[config.mk]
export PLATFORM = sky130hd
export DESIGN_NAME = iob_prio_arbiter
export DESIGN_NICKNAME = d
export VERILOG_FILES = /design/src/rtl/iob_prio_arbiter.sv
export SDC_FILE = /design/constraint.sdc
export NUM_CORES = 1
export LEC_CHECK = 0
export BUFFER_PORTS_ARGS = -buffer_cell sky130_fd_sc_hd__buf_2
export CORE_AREA = 2 2 39 41
export CTS_CLUSTER_DIAMETER = 150
export DETAILED_ROUTE_END_ITERATION = 10
export DIE_AREA = 0 0 41 43
export GPL_TIMING_DRIVEN = 0
export PLACE_DENSITY = 0.61
export SETUP_SLACK_MARGIN = 0.3
export SYNTH_ARGS = -nofsm -noshare
export SYNTH_HDL_FRONTEND = slang
export SYNTH_SLANG_ARGS = --single-unit
[constraint.sdc]
create_clock -name clk_i -period 2 [get_ports clk_i]
set_input_delay 0.3 -clock clk_i [delete_from_list [all_inputs] [get_ports clk_i]]
set_output_delay 0.3 -clock clk_i [all_outputs]
set_load 0.05 [all_outputs]
[src/rtl/iob_prio_arbiter.sv]
// iob_prio_arbiter: registered W-way arbiter, LOW/HIGH/round-robin winner, grant locked until release
module iob_prio_arbiter #(
    parameter int    W    = 4,
    parameter string MODE = "RR",
    localparam int   IW   = $clog2(W)
) (
    input  logic          clk_i,
    input  logic          rst_i,
    input  logic          cke_i,
    input  logic [W-1:0]  req_i,
    input  logic          release_i,
    output logic [W-1:0]  grant_o,
    output logic [IW-1:0] grant_idx_o,
    output logic          busy_o
);
    typedef enum logic {IDLE, GRANT} state_t;
    state_t        state_q, state_d;
    logic [IW-1:0] idx_q, idx_d, rr_ptr_q, rr_ptr_d, win;
    int            c;
    // Winner: later loop iterations override, so scan order is reversed to leave the preferred candidate last
    always_comb begin
        win = '0;
        c = 0;
        if (MODE == "LOW") begin
            for (int n = W - 1; n >= 0; n--) if (req_i[n]) win = IW'(n);
        end else if (MODE == "RR") begin
            for (int k = W - 1; k >= 0; k--) begin
                c = int'(rr_ptr_q) + k;
                c = c >= W ? c - W : c;
                if (req_i[IW'(c)]) win = IW'(c);
            end
        end else begin
            for (int n = 0; n < W; n++) if (req_i[n]) win = IW'(n);
        end
    end
    // Next state: grab a winner from IDLE, hold it in GRANT until released
    always_comb begin
        state_d  = state_q;
        idx_d    = idx_q;
        rr_ptr_d = rr_ptr_q;
        if (state_q == IDLE && |req_i) begin
            state_d = GRANT;
            idx_d   = win;
        end else if (state_q == GRANT && release_i) begin
            state_d  = IDLE;
            idx_d    = '0;
            rr_ptr_d = idx_q == IW'(W - 1) ? '0 : idx_q + IW'(1);
        end
    end
    // State register; cke_i freezes everything, reset included
    always_ff @(posedge clk_i) begin
        if (cke_i) begin
            if (rst_i) begin
                state_q  <= IDLE;
                idx_q    <= '0;
                rr_ptr_q <= '0;
            end else begin
                state_q  <= state_d;
                idx_q    <= idx_d;
                rr_ptr_q <= rr_ptr_d;
            end
        end
    end
    assign busy_o      = state_q == GRANT;
    assign grant_idx_o = idx_q;
    assign grant_o     = busy_o ? W'(1) << idx_q : '0;
endmodule
## Word-level counts from Yosys, hierarchy flattened

Index checks and enable logic that the tools add are counted.

| word-level totals | value |
|---|---|
| bits in registers | 5 |
| bits of input ports | 8 |
| output and inout port bits | 7 |
| word-level logic and storage cells | 58 |

| operators by class | value |
|---|---|
| add/subtract/negate cells | 8 |
| magnitude comparators | 8 |
| equality and inequality tests | 2 |
| shift-type cells | 1 |
| muxes and demuxes | 28 |
| bitwise operators | 1 |
| reduce and logical (&&, ||, !) cells | 7 |

Operators by type and width:

| cell | count |
|---|---|
| 2-bit 2-to-1 mux | 13 |
| 2-bit by 4-bit < comparator with 1-bit output, second input constant | 4 |
| 1-bit 2-to-1 mux | 10 |
| 3-bit >= comparator, second input constant | 3 |
| 1-bit binary-select mux with 2-bit select | 4 |
| 2-bit by 1-bit subtractor with 2-bit output, second input constant | 4 |
| 2-bit by 2-bit adder with 3-bit output, second input constant | 2 |
| 4-bit 2-to-1 mux | 1 |
| 4-bit OR reduction | 1 |
| 1-bit by 2-bit left shift with 4-bit output, first input constant | 1 |
| 2-bit by 1-bit adder with 3-bit output, second input constant | 1 |
| 2-bit by 3-bit >= comparator with 1-bit output, second input constant | 1 |
| 3-bit AND reduction | 1 |
| 3-bit nonzero test | 1 |
| 2-bit by 1-bit adder with 2-bit output, second input constant | 1 |
| 2-bit equality test, second input constant | 1 |
| 1-bit logical AND | 2 |
| 2-bit != test, second input constant | 1 |
| 2-bit AND reduction | 1 |
| 2-bit nonzero test | 1 |
| 1-bit inverter | 1 |

## Logic depth before layout (Yosys ltp)

Gate-level depths: netlist of run 1.

| depth | value |
|---|---|
| word-level depth | 11 |
| mapped depth | 4 |
| depth with buffers taken out | 4 |

## Least setup slack after synthesis of run 1

OpenSTA, ideal clock, no wires.

| path | value |
|---|---|
| path kind | register to output |
| start point | register idx_q[0], in the netlist grant_idx_o[0] |
| end point | output grant_o[3] |
| data arrival time | 1.373 ns |
| data required time | 1.700 ns |
| setup slack | 0.327 ns |
| stages on the path, launching flop included | 3 |
| path buffers | 0 |
| cells stage by stage | edfxtp_1 > ha_1 > and2_1 |

| on the way | value |
|---|---|
| cells in the longest elaborated chain, start to end | 2 |

Ends and longest elaborated chain:

| element | line | text |
|---|---|---|
| start, declared | 18 | `logic [IW-1:0] idx_q, idx_d, rr_ptr_q, rr_ptr_d, win;` |
| start signal, assigned | 59 | `idx_q <= idx_d;` |
| 1-bit by 2-bit left shift with 4-bit output | 66 | `assign grant_o = busy_o ? W'(1) << idx_q : '0;` |
| 4-bit 2-to-1 mux | 66 |  |
| end, declared | 12 | `output logic [W-1:0] grant_o,` |

Every way passes these cells.

## Worst setup path in the final report of run 1

Same ends and word-level chain as after synthesis.

==> reports/summary.json, run 1 <==
{
  "result_of_the_run": {"value": "finished, final reports clean"},
  "final_min_period_over_clock_period": {"value": 0.8098},
  "starting_utilization_of_the_core_area": {"value": 0.2875},
  "routed_via_density": {"value": 4.714},
  "setup_violators_final": {"value": 0},
  "insertedDiodeCount": {"value": 0},
  "floorplan.io_pins": {"value": 15},
  "num_rows": {"value": 14},
  "synthTopCellsByCount": {"value": "sky130_fd_sc_hd__edfxtp_1, sky130_fd_sc_hd__a21oi_1, sky130_fd_sc_hd__and2_1, sky130_fd_sc_hd__ha_1, sky130_fd_sc_hd__nor2_1"},
  "setup_total_negative_slack": {"value": 0, "unit": "ns"},
  "instances_no_fill": {"value": 77},
  "initialDrtViolationCount": {"value": 8},
  "cts_inserted_buffers": {"value": 3},
  "ir_drop": {"value": 291.6, "unit": "uV"},
  "finalNetCount": {"value": 74},
  "cell_type_contributing_the_most_total_cell_area_after_synthesis": {"value": "sky130_fd_sc_hd__edfxtp_1"},
  "worst_hold_path.num_cells": {"value": 2},
  "detail_route.drc_violations": {"value": 0},
  "reg2reg_depth": {"value": 4},
  "timing_worst_slew_pin_value": {"value": 0.4523, "unit": "ns"},
  "remaining_global_route_overflow": {"value": 0},
  "synth_compound_gate_area_share": {"value": 0.1415},
  "multi_input_comb_area": {"value": 240.2, "unit": "um2"},
  "mappedNetlistNets": {"value": 54},
  "synth_fa_ha_area_frac": {"value": 0.1258},
  "post-place-cells": {"value": 72},
  "clock_sink_count": {"value": 5},
  "power.density_cell_area": {"value": 738.6, "unit": "nW/um2"},
  "vias_in_the_first_global_route": {"value": 335},
  "design.core.area": {"value": 1384, "unit": "um2"},
  "max_buffers_root_to_sink": {"value": 2},
  "synth-edff-count": {"value": 5},
  "yosys_register_bits": {"value": 5},
  "tritoncts": {"value": "built"},
  "max-slew-margin-rel": {"value": 0.6957},
  "drtPass1Iterations": {"value": 4},
  "synthMostInstantiatedCell": {"value": "sky130_fd_sc_hd__edfxtp_1"},
  "cts-hold-fix-buffers": {"value": 0},
  "worst_clock_skew": {"value": 0.006925, "unit": "ns"},
  "area.growth.synth_to_final": {"value": 32.39, "unit": "%"},
  "minimum_period_implied_by_the_final_worst_setup_slack": {"value": 1.620, "unit": "ns"},
  "clk_transition_reported_paths": {"value": 0.05, "unit": "ns"},
  "postRouteWirelength": {"value": 822, "unit": "um"},
  "async_flop_share": {"value": 0},
  "grt_antenna_before_repair": {"value": 0},
  "grt_use_total": {"value": 0.1182},
  "post_synth_and_or_nand_nor_area_fraction": {"value": 0.2987},
  "final_hold_viol_count": {"value": 0},
  "maxCapViolCount": {"value": 0},
  "criticalPathCategory": {"value": "reg2out"},
  "h-tree-depth": {"value": 1},
  "seqCellArea": {"value": 150.1, "unit": "um2"},
  "num_vias": {"value": 363},
  "post-synth-top-area-fraction": {"value": 0.3774},
  "mux_contribution_to_synthesized_area": {"value": 0.03774},
  "die_y": {"value": 43, "unit": "um"},
  "timing.critical_path.fanout_max": {"value": 5},
  "synthFlopType": {"value": "sky130_fd_sc_hd__edfxtp_1"},
  "max_freq": {"value": 0.6174, "unit": "GHz"},
  "p_total": {"value": 0.0003891, "unit": "W"},
  "layout.filler_cells": {"value": 147},
  "horiz_die_dim": {"value": 41, "unit": "um"},
  "fp.dieArea": {"value": 1763, "unit": "um2"},
  "worst_setup_path_start_kind": {"value": "flip-flop"},
  "worstPathRequired": {"value": 1.70, "unit": "ns"},
  "crit_arrival": {"value": 1.32, "unit": "ns"},
  "ant_nets": {"value": 0},
  "sum_of_net_half_perimeters_after_detailed_placement": {"value": 635.1, "unit": "um"},
  "hold_class": {"value": "in2reg"},
  "post_synth_xor_area_fraction": {"value": 0},
  "grt_setup_unrepaired": {"value": "no"},
  "clk_root_buffer_cell": {"value": "sky130_fd_sc_hd__clkbuf_4"},
  "synth-warning-count": {"value": 0},
  "portBuffers": {"value": 14},
  "synth_area_per_cell": {"value": 9.473, "unit": "um2"},
  "insertion_delay_to_the_later_sink_of_the_worst_skew_pair": {"value": 0.25, "unit": "ns"},
  "maximum_number_of_pins_on_one_net_before_global_route_repair": {"value": 9},
  "static-leakage-power": {"value": 0.2525, "unit": "nW"},
  "drive_above_1_share": {"value": 0.3607},
  "synthCells": {"value": 42},
  "final-max-slew-violation-count": {"value": 0},
  "grt_first_pass_wirelength": {"value": 1331, "unit": "um"},
  "place_congestion": {"value": 0.7203},
  "setup.worst_path.end_class": {"value": "output pin"},
  "post_synth_main_area_contributors": {"value": "sky130_fd_sc_hd__edfxtp_1, sky130_fd_sc_hd__ha_1, sky130_fd_sc_hd__and2_1, sky130_fd_sc_hd__a21oi_1, sky130_fd_sc_hd__o21ai_1"},
  "wl_cell": {"value": 10.68, "unit": "um"},
  "largest_family_of_logic_cells_by_synthesized_area": {"value": "simple AND/OR/NAND/NOR gates"},
  "synthesis.area": {"value": 397.9, "unit": "um2"},
  "synth.yosys.seq_area_share": {"value": 0.3774},
  "synth_cell_type_count": {"value": 21}
}
-- final timing paths --
check | start | to | slack [ns]
max | grant_idx_o[0] | grant_o[3] | 0.38
min | rst_i | busy_o | 0.40
max reg2reg | rr_ptr_q[0] | grant_idx_o[1] | 0.64
min reg2reg | busy_o | busy_o | 0.74
-- sequential cells by signal, indices dropped and copies added (netlist names) --
signal and count:
grant_idx_o 2, rr_ptr_q 2, busy_o 1
-- cell type report --
type | instances | share of cell area
clock buffer | 4 | 0.04988
inverter | 2 | 0.01425
multi-input combinational | 35 | 0.4561
sequential | 5 | 0.2850
tap | 16 | 0.03800
timing repair buffer | 15 | 0.1568
-- layout by cell type (no fill, tap or decap), drive strengths merged --
master  netlist  layout
and2b         1       1
nor3          2       2
clkbuf        0       6
inv           2       2
a21oi         4       4
and3          2       2
a21o          1       1
buf           0      13
nand2         2       2
nor3b         1       1
o21ai         5       5
ha            4       4
mux2          1       1
nand2b        1       1
nor4          1       1
and3b         1       1
and2          4       4
nor2          4       4
nor2b         1       1
edfxtp        5       5
-- worst max-delay path, stage by stage (launching register included) --
cell and delay [ns]:
sky130_fd_sc_hd__edfxtp_1 0.45, sky130_fd_sc_hd__ha_1 0.26, sky130_fd_sc_hd__and2_1 0.16, sky130_fd_sc_hd__buf_2 0.20
-- per-stage QoR --
| stage | worst slack, ns | cell area, um2 | util | hold slack [ns] |
|---|---|---|---|---|
| final | 0.3804 | 526.8 | 0.3807 | 0.4017 |
| after global routing | 0.2909 | 526.8 | 0.3807 | 0.3989 |
| after detailed placement | 0.5477 | 488.0 | 0.3526 | 0.6572 |
| after global placement | 0.5383 | 488.0 | 0.3526 | 0.6489 |
| after CTS | 0.3472 | 514.2 | 0.3716 | 0.3944 |
| after floorplan | 0.3266 | 397.9 | - | 0.4955 |
-- routing by layer --
| metal | global-route usage | share of wire | vias to the layer above |
|---|---|---|---|
| li1 | - | - | 189 |
| met1 | 0.1443 | 0.45 | 159 |
| met2 | 0.1531 | 0.47 | 15 |
| met3 | 0.06283 | 0.075 | 0 |
| met4 | 0.08000 | 0 | 0 |
| met5 | 0 | 0 | - |
-- where the power goes --
| part | leakage (nW) | internal, W | switching (W) |
|---|---|---|---|
| combinational | 0.187 | 0.0000433 | 0.0000798 |
| clock | 0.0150 | 0.0000757 | 0.0000451 |
| sequential | 0.0501 | 0.000130 | 0.0000149 |
| total | 0.253 | 0.000249 | 0.000140 |
-- kinds of logic after synthesis --
family	after synthesis
adder cells (fa/ha/maj)	4
flip-flops	5
AND/OR/NAND/NOR	20
buffers and inverters	2
multiplexers	1
AO/OA/AOI/OAI	10
-- timing repair --
action | in CTS | in global routing
buffers inserted | 0 | 1
resized for setup | 0 | 2
setup endpoints to repair | 0 | 2
No activity file was read; power rests on OpenSTA's default activity.
==> inputs of run 2 (changes only) <==
--- a/config.mk
+++ b/config.mk
@@ -11,7 +11,7 @@
 export DETAILED_ROUTE_END_ITERATION = 10
 export DIE_AREA = 0 0 41 43
 export GPL_TIMING_DRIVEN = 0
-export PLACE_DENSITY = 0.61
+export PLACE_DENSITY = 0.63
 export SETUP_SLACK_MARGIN = 0.3
 export SYNTH_ARGS = -nofsm -noshare
 export SYNTH_HDL_FRONTEND = slang
==> constraint.sdc (replaced) <==
create_clock -name clk_i -period 1.4 [get_ports clk_i]
set_input_delay 0.21 -clock clk_i [delete_from_list [all_inputs] [get_ports clk_i]]
set_output_delay 0.21 -clock clk_i [all_outputs]
set_load 0.05 [all_outputs]
==> run 2 against run 1 <==
Net effect:
- the run now ends with setup timing left
- via count is 11% higher
- combinational power increased by 110%
- clock power rose by 36%
- critical path depth rose by 1
- global-route usage rose by 0.87 points
- final area rose by 30%
- power up 63%
- non-clock buffer count grew 6
- sequential cell count is the same
- sequential power grew 43%
- die area unchanged
- final cell count rose by 7.8%
- largest power group is now combinational cells
- highest routed layer is now met4
==> reports/summary.json, run 2 (synthesis results as in run 1) <==
{
  "clock_sink_count": {"value": 5, "change": "unchanged"},
  "cts-hold-fix-buffers": {"value": 0, "change": "unchanged"},
  "wl_cell": {"value": 11.64, "unit": "um", "change": "+9.0%"},
  "ff2ff_setup_slack": {"value": 0.08, "unit": "ns", "change": "-0.56 ns"},
  "initialDrtViolationCount": {"value": 0, "change": "-8"},
  "fp.dieArea": {"value": 1763, "unit": "um2", "change": "unchanged"},
  "minimum_period_implied_by_the_final_worst_setup_slack": {"value": 1.463, "unit": "ns"},
  "worstPathRequired": {"value": 1.19, "unit": "ns", "change": "-0.51 ns"},
  "reg2reg_depth": {"value": 4, "change": "unchanged"},
  "seqPwrFrac": {"value": 0.327, "change": "-0.046"},
  "max-slew-margin-rel": {"value": 0.5801, "change": "-0.1156"},
  "proportion_of_power_drawn_by_combinational_gates": {"value": 0.413, "change": "+0.097"},
  "clk_root_buffer_cell": {"value": "sky130_fd_sc_hd__clkbuf_4"},
  "worst_hold_path.num_cells": {"value": 2, "change": "unchanged"},
  "multi_input_comb_area": {"value": 307.8, "unit": "um2", "change": "+28%"},
  "worstReg2RegEnd": {"value": "grant_idx_o[1]"},
  "vias_in_the_first_global_route": {"value": 364, "change": "+8.7%"},
  "drive_above_1_share": {"value": 0.6418, "change": "+0.2811"},
  "timing_worst_slew_pin_value": {"value": 0.6241, "unit": "ns", "change": "+0.1718 ns"},
  "rr_startpoint": {"value": "rr_ptr_q[0]"},
  "num_rows": {"value": 14, "change": "unchanged"},
  "starting_utilization_of_the_core_area": {"value": 0.2875, "change": "unchanged"},
  "hold_class": {"value": "in2reg"},
  "routed_via_density": {"value": 4.855, "change": "+3.0%"},
  "p_int": {"value": 0.0004158, "unit": "W", "change": "+67%"},
  "grt_antenna_before_repair": {"value": 0, "change": "unchanged"},
  "final-max-slew-violation-count": {"value": 0, "change": "unchanged"},
  "max_buffers_root_to_sink": {"value": 2, "change": "unchanged"},
  "place_congestion": {"value": 0.6689, "change": "-7.1%"},
  "hold_path.startpoint": {"value": "cke_i"},
  "ant_nets": {"value": 0, "change": "unchanged"},
  "postRouteWirelength": {"value": 966, "unit": "um", "change": "+18%"},
  "worst_setup_path_start_kind": {"value": "flip-flop"},
  "maximum_number_of_pins_on_one_net_before_global_route_repair": {"value": 8, "change": "-1"},
  "result_of_the_run": {"value": "finished, violations left"},
  "num_vias": {"value": 403, "change": "+11%"},
  "insertion_delay_to_the_later_sink_of_the_worst_skew_pair": {"value": 0.24, "unit": "ns", "change": "about the same"},
  "drtPass1Iterations": {"value": 1, "change": "-3"},
  "timing.critical_path.fanout_max": {"value": 5, "change": "unchanged"},
  "cts_inserted_buffers": {"value": 3, "change": "unchanged"},
  "remaining_global_route_overflow": {"value": 0, "change": "unchanged"},
  "commonest_non_fill_non_tap_cell_in_the_layout": {"value": "sky130_fd_sc_hd__buf_2"},
  "power_switching_share": {"value": 0.3452, "change": "-0.01422"},
  "final_hold_viol_count": {"value": 0, "change": "unchanged"},
  "h-tree-depth": {"value": 1, "change": "unchanged"},
  "detail_route.drc_violations": {"value": 0, "change": "unchanged"},
  "commonest_cells_after_routing_fill_and_taps_aside": {"value": "sky130_fd_sc_hd__buf_2, sky130_fd_sc_hd__buf_4, sky130_fd_sc_hd__edfxtp_1"},
  "p_total": {"value": 0.0006350, "unit": "W", "change": "+63%"},
  "failed_checks": {"value": "setup timing"},
  "insertedDiodeCount": {"value": 0, "change": "unchanged"},
  "finalNetCount": {"value": 80, "change": "+8.1%"},
  "post-place-cells": {"value": 72, "change": "unchanged"},
  "design.core.area": {"value": 1384, "unit": "um2", "change": "unchanged"},
  "worst_clock_skew": {"value": 0.001080, "unit": "ns", "change": "-0.005845 ns"},
  "instances_no_fill": {"value": 83, "change": "+7.8%"},
  "horiz_die_dim": {"value": 41, "unit": "um", "change": "unchanged"},
  "final_min_period_over_clock_period": {"value": 1.045},
  "timing.hold.worst_endpoint": {"value": "grant_idx_o[0]"},
  "tritoncts": {"value": "built"},
  "maxCapViolCount": {"value": 0, "change": "unchanged"},
  "area.growth.synth_to_final": {"value": 72.01, "unit": "%"},
  "seqCellArea": {"value": 150.1, "unit": "um2", "change": "unchanged"},
  "post-route-worst-setup-slack": {"value": -0.06274, "unit": "ns", "change": "-0.4431 ns"},
  "ir_drop": {"value": 502.1, "unit": "uV", "change": "+72%"},
  "sum_of_net_half_perimeters_after_detailed_placement": {"value": 643.2, "unit": "um", "change": "+1.3%"},
  "criticalPathCategory": {"value": "reg2out"},
  "floorplan.io_pins": {"value": 15, "change": "unchanged"},
  "setup.worst_path.end_class": {"value": "output pin"},
  "crit_arrival": {"value": 1.25, "unit": "ns", "change": "-0.07 ns"},
  "power.share.clock": {"value": 0.260, "change": "-0.050"},
  "grt_first_pass_wirelength": {"value": 1497, "unit": "um", "change": "+12%"},
  "max_freq": {"value": 0.6836, "unit": "GHz"},
  "critical_path.startpoint": {"value": "grant_idx_o[0]"},
  "die_y": {"value": 43, "unit": "um", "change": "unchanged"},
  "layout.filler_cells": {"value": 127, "change": "-14%"},
  "grt_setup_unrepaired": {"value": "yes"},
  "power.density_cell_area": {"value": 927.8, "unit": "nW/um2", "change": "+26%"},
  "clk_transition_reported_paths": {"value": 0.04, "unit": "ns", "change": "about the same"},
  "power.net_switching": {"value": 0.0002192, "unit": "W", "change": "+57%"},
  "setup_violators_final": {"value": 4, "change": "+4"},
  "static-leakage-power": {"value": 0.3088, "unit": "nW", "change": "+22%"},
  "portBuffers": {"value": 14, "change": "unchanged"},
  "grt_use_total": {"value": 0.1269, "change": "+0.008722"}
}
run 2: changes by cell type in the layout (fill, tap and decap cells not counted), moves of 3 or more:
cell	previous run	this run
sky130_fd_sc_hd__buf_2	12	9
sky130_fd_sc_hd__and2_4	0	4
sky130_fd_sc_hd__buf_8	0	4
sky130_fd_sc_hd__buf_4	1	6
sky130_fd_sc_hd__and2_1	4	0
sky130_fd_sc_hd__ha_1	4	1
run 2: power groups by stage:
stage,clock network (W),registers (W),logic [W]
floorplan,0,0.000241,0.0000982
global placement,0,0.000212,0.000174
detailed placement,0,0.000213,0.000178
CTS,0.000172,0.000207,0.000231
global route,0.000186,0.000210,0.000284
finish,0.000165,0.000207,0.000262
run 2: area by class of cell:
class,count,area share
multi-input combinational,35,0.4497
timing repair buffer,21,0.2523
sequential,5,0.2194
clock buffer,4,0.03839
tap,16,0.02925
inverter,2,0.01097
run 2: timing repair:
item                                    4_1_cts  5_1_grt
endpoints found under the setup margin       15       16
pin swaps                                     5        2
setup buffers                                 5        2
hold endpoints to repair                      0        0
gates cloned                                  0        0
resized for setup                            21        8
run 2: worst max path at each step:
stage / end / cells past startpoint
5_1_grt: grant_o[1] / 4
3_5_place_dp: grant_idx_o[1] / 4
3_3_place_gp: grant_idx_o[1] / 4
4_1_cts: grant_o[2] / 4
2_1_floorplan: busy_o / 3
6_report: grant_o[2] / 4
run 2: metrics by stage:
step | util | setup slack (ns) | TNS, ns | hold WS (ns) | cell area [um2]
floorplan | - | -0.09067 | -0.4514 | 0.4055 | 416.7
global placement | 0.3662 | 0.009922 | 0 | 0.5719 | 506.7
detailed placement | 0.3662 | 0.004050 | 0 | 0.5734 | 506.7
CTS | 0.4602 | -0.05977 | -0.1953 | 0.3396 | 636.9
global route | 0.4946 | -0.1389 | -0.4734 | 0.3605 | 684.4
finish | 0.4946 | -0.06274 | -0.1897 | 0.3508 | 684.4
run 2: layer usage:
layer | share of wire | GRT usage
met1 | 0.44 | 0.1700
met2 | 0.47 | 0.1750
met3 | 0.064 | 0.03141
met4 | 0.026 | 0.08000
met5 | 0 | 0
run 2: worst max-delay path, stage by stage (launching register included):
cell	delay, ns
sky130_fd_sc_hd__edfxtp_1	0.47
sky130_fd_sc_hd__inv_2	0.13
sky130_fd_sc_hd__ha_1	0.14
sky130_fd_sc_hd__and2_4	0.14
sky130_fd_sc_hd__buf_8	0.14
